## src/rtl/imem_pkg.sv

```systemverilog
//==============================================================================
// Module      : imem_pkg
// Description : Shared types, default sizes and parity helper for the
//               pipelined instruction memory.
// Revision    : 1.0 - initial release
//==============================================================================
`default_nettype none

package imem_pkg;

    localparam int c_imem_data_w    = 16;
    localparam int c_imem_addr_w    = 8;
    localparam int c_imem_par_max_w = 64;

    typedef enum logic [0:0] {
        IMEM_CLEAR = 1'b0,
        IMEM_RUN   = 1'b1
    } imem_state_t;

    // Even parity: the returned bit makes the total count of ones even.
    // Callers zero-extend narrower words, which leaves the XOR unchanged.
    function automatic logic imem_parity(input logic [c_imem_par_max_w-1:0] d);
        return ^d;
    endfunction

endpackage

`default_nettype wire

```

## src/rtl/imem_ram_array.sv

```systemverilog
//==============================================================================
// Module      : imem_ram_array
// Description : Simple dual-port RAM, one write port and one registered read
//               port. No reset on contents or read register.
// Revision    : 1.0 - initial release
//==============================================================================
`default_nettype none

module imem_ram_array #(
    parameter int WIDTH  = 16,
    parameter int ADDR_W = 8
) (
    input  logic              clk,
    input  logic              we,
    input  logic [ADDR_W-1:0] waddr,
    input  logic [WIDTH-1:0]  wdata,
    input  logic              re,
    input  logic [ADDR_W-1:0] raddr,
    output logic [WIDTH-1:0]  rdata
);

    localparam int c_depth = 2 ** ADDR_W;

    logic [WIDTH-1:0] r_mem [c_depth];
    logic [WIDTH-1:0] r_rdata;

    // Read register only moves on a read enable, so it doubles as the
    // stall-stable response holding register.
    always_ff @(posedge clk) begin
        if (we) begin
            r_mem[waddr] <= wdata;
        end
        if (re) begin
            r_rdata <= r_mem[raddr];
        end
    end

    assign rdata = r_rdata;

endmodule

`default_nettype wire

```

## src/rtl/instr_mem_pipelined.sv

```systemverilog
//==============================================================================
// Module      : instr_mem_pipelined
// Description : Instruction memory with load port, pipelined fetch port
//               (latency 1, stall-safe) and post-reset clear sequencer.
//               Optional stored parity: define INSTR_MEM_PARITY_EN.
// Revision    : 1.0 - initial release
//==============================================================================
`default_nettype none

module instr_mem_pipelined
    import imem_pkg::*;
#(
    parameter int                 DATA_W   = c_imem_data_w,
    parameter int                 ADDR_W   = c_imem_addr_w,
    parameter logic [DATA_W-1:0]  NOP_WORD = '0
) (
    input  logic              clk,
    input  logic              reset,
    input  logic              load_valid,
    output logic              load_ready,
    input  logic [ADDR_W-1:0] load_addr,
    input  logic [DATA_W-1:0] load_data,
    input  logic              fetch_req_valid,
    output logic              fetch_req_ready,
    input  logic [ADDR_W-1:0] fetch_addr,
    output logic              fetch_rsp_valid,
    input  logic              fetch_rsp_ready,
    output logic [DATA_W-1:0] fetch_rsp_data,
    output logic [ADDR_W-1:0] fetch_rsp_addr,
    output logic              init_done,
    output logic              parity_err
);

`ifdef INSTR_MEM_PARITY_EN
    localparam int c_store_w = DATA_W + 1;
`else
    localparam int c_store_w = DATA_W;
`endif

    localparam logic [ADDR_W-1:0] c_last_addr = '1;

    imem_state_t       r_state;
    logic [ADDR_W-1:0] r_clear_ptr;
    logic              r_rsp_valid;
    logic [ADDR_W-1:0] r_rsp_addr;
    logic              r_rsp_from_ram;
    logic [DATA_W-1:0] r_hold_data;

    logic                 w_run;
    logic                 w_load_acc;
    logic                 w_fetch_acc;
    logic                 w_bypass;
    logic                 w_we;
    logic [ADDR_W-1:0]    w_waddr;
    logic [DATA_W-1:0]    w_wdata;
    logic [c_store_w-1:0] w_wstore;
    logic [c_store_w-1:0] w_rstore;

    assign w_run           = (r_state == IMEM_RUN);
    assign load_ready      = w_run;
    assign init_done       = w_run;
    assign fetch_req_ready = w_run & (~r_rsp_valid | fetch_rsp_ready);

    assign w_load_acc  = load_valid & load_ready;
    assign w_fetch_acc = fetch_req_valid & fetch_req_ready;
    assign w_bypass    = w_load_acc & w_fetch_acc & (load_addr == fetch_addr);

    // Clear owns the write port until the last word is written.
    assign w_we    = ~w_run | w_load_acc;
    assign w_waddr = w_run ? load_addr : r_clear_ptr;
    assign w_wdata = w_run ? load_data : NOP_WORD;

`ifdef INSTR_MEM_PARITY_EN
    assign w_wstore = {imem_parity(c_imem_par_max_w'(w_wdata)), w_wdata};
`else
    assign w_wstore = w_wdata;
`endif

    imem_ram_array #(
        .WIDTH  (c_store_w),
        .ADDR_W (ADDR_W)
    ) u_ram (
        .clk   (clk),
        .we    (w_we),
        .waddr (w_waddr),
        .wdata (w_wstore),
        .re    (w_fetch_acc & ~w_bypass),
        .raddr (fetch_addr),
        .rdata (w_rstore)
    );

    always_ff @(posedge clk or negedge reset) begin
        if (!reset) begin
            r_state        <= IMEM_CLEAR;
            r_clear_ptr    <= '0;
            r_rsp_valid    <= 1'b0;
            r_rsp_addr     <= '0;
            r_rsp_from_ram <= 1'b0;
            r_hold_data    <= '0;
        end else begin
            case (r_state)
                IMEM_CLEAR: begin
                    r_clear_ptr <= r_clear_ptr + ADDR_W'(1);
                    if (r_clear_ptr == c_last_addr) begin
                        r_state <= IMEM_RUN;
                    end
                end
                IMEM_RUN: r_state <= IMEM_RUN;
                default:  r_state <= IMEM_CLEAR;
            endcase

            // Bypassed words live in r_hold_data; RAM reads stay in the RAM register.
            if (w_fetch_acc) begin
                r_rsp_valid    <= 1'b1;
                r_rsp_addr     <= fetch_addr;
                r_rsp_from_ram <= ~w_bypass;
                if (w_bypass) begin
                    r_hold_data <= load_data;
                end
            end else if (fetch_rsp_ready) begin
                r_rsp_valid <= 1'b0;
            end
        end
    end

    assign fetch_rsp_valid = r_rsp_valid;
    assign fetch_rsp_addr  = r_rsp_addr;
    assign fetch_rsp_data  = r_rsp_from_ram ? w_rstore[DATA_W-1:0] : r_hold_data;

`ifdef INSTR_MEM_PARITY_EN
    assign parity_err = r_rsp_from_ram &
                        (imem_parity(c_imem_par_max_w'(w_rstore[DATA_W-1:0])) ^ w_rstore[DATA_W]);
`else
    assign parity_err = 1'b0;
`endif

endmodule

`default_nettype wire
```

## config.mk

```make
export PLATFORM = sky130hd
export DESIGN_NAME = instr_mem_pipelined
export DESIGN_NICKNAME = d
export VERILOG_FILES = /design/src/rtl/imem_pkg.sv /design/src/rtl/imem_ram_array.sv /design/src/rtl/instr_mem_pipelined.sv
export SDC_FILE = /design/constraint.sdc
export NUM_CORES = 2
export LEC_CHECK = 0
export ABC_AREA = 1
export CELL_PAD_IN_SITES_DETAIL_PLACEMENT = 1
export CELL_PAD_IN_SITES_GLOBAL_PLACEMENT = 2
export CORE_MARGIN = 2
export CORE_UTILIZATION = 30
export CTS_CLUSTER_SIZE = 24
export DETAILED_ROUTE_END_ITERATION = 8
export PLACE_DENSITY = 0.68
export SLEW_MARGIN = 20
export SYNTH_ARGS = -nofsm -noshare
export SYNTH_HDL_FRONTEND = slang
export SYNTH_HIERARCHICAL = 1
export SYNTH_SLANG_ARGS = --single-unit
```

## constraint.sdc

```tcl
create_clock -name clk -period 6.1 [get_ports clk]
set_clock_uncertainty 0.05 [all_clocks]
set_input_delay 1.22 -clock clk [delete_from_list [all_inputs] [get_ports clk]]
set_output_delay 1.22 -clock clk [all_outputs]
set_load 0.01 [all_outputs]
```

==> results by group <==
Synth
  • Number of flops mapped to enable cells by yosys: about 4100
  • Fraction of registers with async set/reset: 0.844%
  • Commonest cells post-synth: nand2_1, edfxtp_1, nand3_1, buf_2, nor2_1
  • Post-synth net total: roughly 14000
  • Avg Cell Area, Syn: 12.1 um^2
  • Most numerous cell in the Yosys netlist: nand2_1
  • Number of synthesized register bits: 4147
  • Most used DFF post-synth: edfxtp_1
  • Register area share after synthesis: between 70% and 80%
  • Post-synth top area share: roughly 74%
  • Post-Synthesis Cells: 13900
  • Yosys cell types: 31
  • Leading area contributor after synthesis: edfxtp_1
  • Yosys warnings: 6
  • Syn Std Cell Area: between 0.15 and 0.2 mm^2
  • Synth top area cells: edfxtp_1, nand3_1, nand2_1

Floorplanning
  • # rows: around 270
  • Starting Density: between 30% and 40%
  • I/O pin cnt: 66
  • Die W: 752 um
  • Die H: 752 um
  • Die area: roughly 0.57 mm^2
  • Core Area: 0.557 mm^2

Min path
  • HP Class: in -> async

Power and ir drop
  • Power Total: 0.0610 W
  • Peak supply drop: approximately 0.23 mV
  • PwrDens: between 300 and 400 mW/mm^2
  • Pleak: around 64 nW

Global route
  • Vias in the first global route: approximately 110k
  • Pin count of the biggest net entering global routing: between 100 and 150
  • First-pass GRT wire length: 818000 um
  • Initial antenna violation count: 25
  • Grt total ovfl: 0
  • Total global-route track usage: 19.5%

Run
  • Maximum Capacitance Violations: 0

Critical path
  • CP required: 6680 ps
  • CP max FO: 17
  • FF-to-FF setup slack: approximately 1800 ps
  • Worst setup startpoint: init_done
  • CP Class: reg -> reg
  • FF-to-FF Start: init_done
  • Startpoint Class: register
  • Critical Path AT: around 5000 ps
  • Critical path capture point type: register

Placement
  • Routability-driven placement congestion ratio: just over 0.8
  • Post-DP HPWL: between 300000 and 400000 um
  • Port Buf Inserts: between 60 and 70

Clock network
  • CTS Root Buffer Type: clkbuf_16
  • Post-CTS setup buffer count: 0
  • H-tree depth: 5
  • Clk Latency, worst-skew pair: just over 1000 ps
  • Cts bufs inserted: roughly 450
  • Post-cts sizing count: 0
  • Hold buffers post-CTS: 0
  • TritonCTS clock tree: yes
  • Clock Tree Buf Depth: 4
  • Clock Sinks: around 4100
  • Worst-path clk slew: 60 ps

Routing
  • Drt pass-1 iters: 5
  • Wire length per cell: roughly 26 um
  • Antenna-violating nets left: 0
  • DRC: 0
  • Vias/cell: ~5.1
  • Drt total wl: 569000 um
  • Initial DRC Count: 10800
  • Via Count: 112000

Timing
  • Slew Limit Fails: 0
  • Max Freq: approximately 230 MHz
  • Worst slew margin: about 17%
  • Final setup vio count: 0
  • Period Utilization, post-route: between 70% and 80%
  • Period minus WS final: 4290 ps
  • Actual slew at the worst max-slew pin: 1250 ps
  • Setup TNS: 0 ps
  • RSZ-0062 raised after global routing: no
  • Hold Vio Cnt, Final: 0

Outcome
  • Status: completed

Finish
  • Share of cells above drive strength 1: slightly above 9%
  • Area growth syn-to-layout: 14.7%
  • Fill cell count: 59900
  • Final Net Count: around 14000
==> final cells by class <==
cell class	count	area [um^2]	area share, %
sequential	4147	124000	64.5
inverter	84	490	0.254
clock buffer	576	12000	6.23
timing repair buffer	606	6020	3.12
clock inverter	262	2210	1.15
multi-input combinational	8715	38300	19.9
antenna	11	27.5	0.0143
tap	7452	9320	4.84
==> metal layers <==
metal  vias up  track usage, %  wire (um)
met5         -               0          0
met4         0            5.27      16700
met3       722            2.48      32700
met2      3173            32.0     269000
met1     58100            27.2     251000
li1      49700               -          -
==> sequential cells by signal, indices dropped and copies added, names as in the netlist <==
| register | cells |
|---|---|
| u_ram/rdata | 16 |
| init_done | 1 |
| fetch_rsp_valid | 1 |
| r_rsp_from_ram | 1 |
| r_clear_ptr | 8 |
| r_hold_data | 16 |
| u_ram/r_mem | 4096 |
| fetch_rsp_addr | 8 |
==> where the power goes <==
group,internal [W],switching (W)
clock network,0.0152,0.0115
logic,0.000878,0.00248
registers,0.0308,0
total,0.0469,0.0140
==> through the flow <==
stage	setup WS, ps	area [um^2]	utilization, %	hold slack (ps)	cells
after floorplan	1250	168000	-	388	13900
after global placement	877	178000	32.0	399	21000
after detailed placement	1040	178000	32.0	409	21000
after CTS	1820	193000	34.6	290	21800
after global routing	1700	193000	34.6	331	21800
final	1810	193000	34.6	310	21900
==> cells in the final DEF (no fill, tap or decap), types with 3 or more instances in the layout <==
cell             netlist  final
nand3_1             4054   4054
inv_6                  0     12
inv_8                  0     19
nand2_2                1     18
buf_4                166    440
clkinvlp_4             0     10
mux2_2                16     16
clkinv_1               0    112
inv_2                  5      3
nor2_4                 1      8
diode_2                0     11
clkbuf_1             158    109
clkbuf_16              0    460
dfrtp_1               35     35
inv_1                 76     58
clkbuf_8               0      7
inv_16                 0      4
nor2_1               293    224
o21ai_0               14     14
clkinv_8               0      7
nand2_1             4318   4301
clkdlybuf4s50_1        0     56
clkinv_2               1     86
nor2_2                 2     64
buf_8                  2      3
xor2_1                 6      6
edfxtp_1            4112   4112
bufinv_16              0     32
buf_12                 1    103
==> cell families (layout without fill, tap and decap cells) <==
kind of cell / Yosys count / in the layout / synth area share (%)
and+or+nand+nor: 8675 / 8675 / 22.4
DFF: 4147 / 4147 / 74.0
buffers and inverters: 1034 / 1528 / 3.32
muxes: 16 / 16 / 0.107
AOI/OAI and AO/OA: 15 / 15 / 0.0454
xor gates and xnor gates: 7 / 7 / 0.0365
adders and majority gates: 1 / 1 / 0.00745
other: 1 / 12 / 0.00223
==> worst max-delay path: stages (launching register included) <==
cell and delay [ps]:
dfrtp_1 670, inv_1 310, o21ai_0 550, inv_1 110
nor2_1 120, inv_1 100, nor2_1 160, nand2_2 720
nor2_2 1120
==> worst paths after layout <==
kind,end,cells past startpoint
worst max-delay path,u_ram/r_mem[216][3],8
worst min-delay path,r_hold_data[4],1
worst min register to register,r_hold_data[11],2
min in group clk,r_hold_data[11],2
worst max register to register,u_ram/r_mem[216][3],8
max in group asynchronous,r_clear_ptr[6],1
Note: power is estimated with default switching activity, not from simulation.
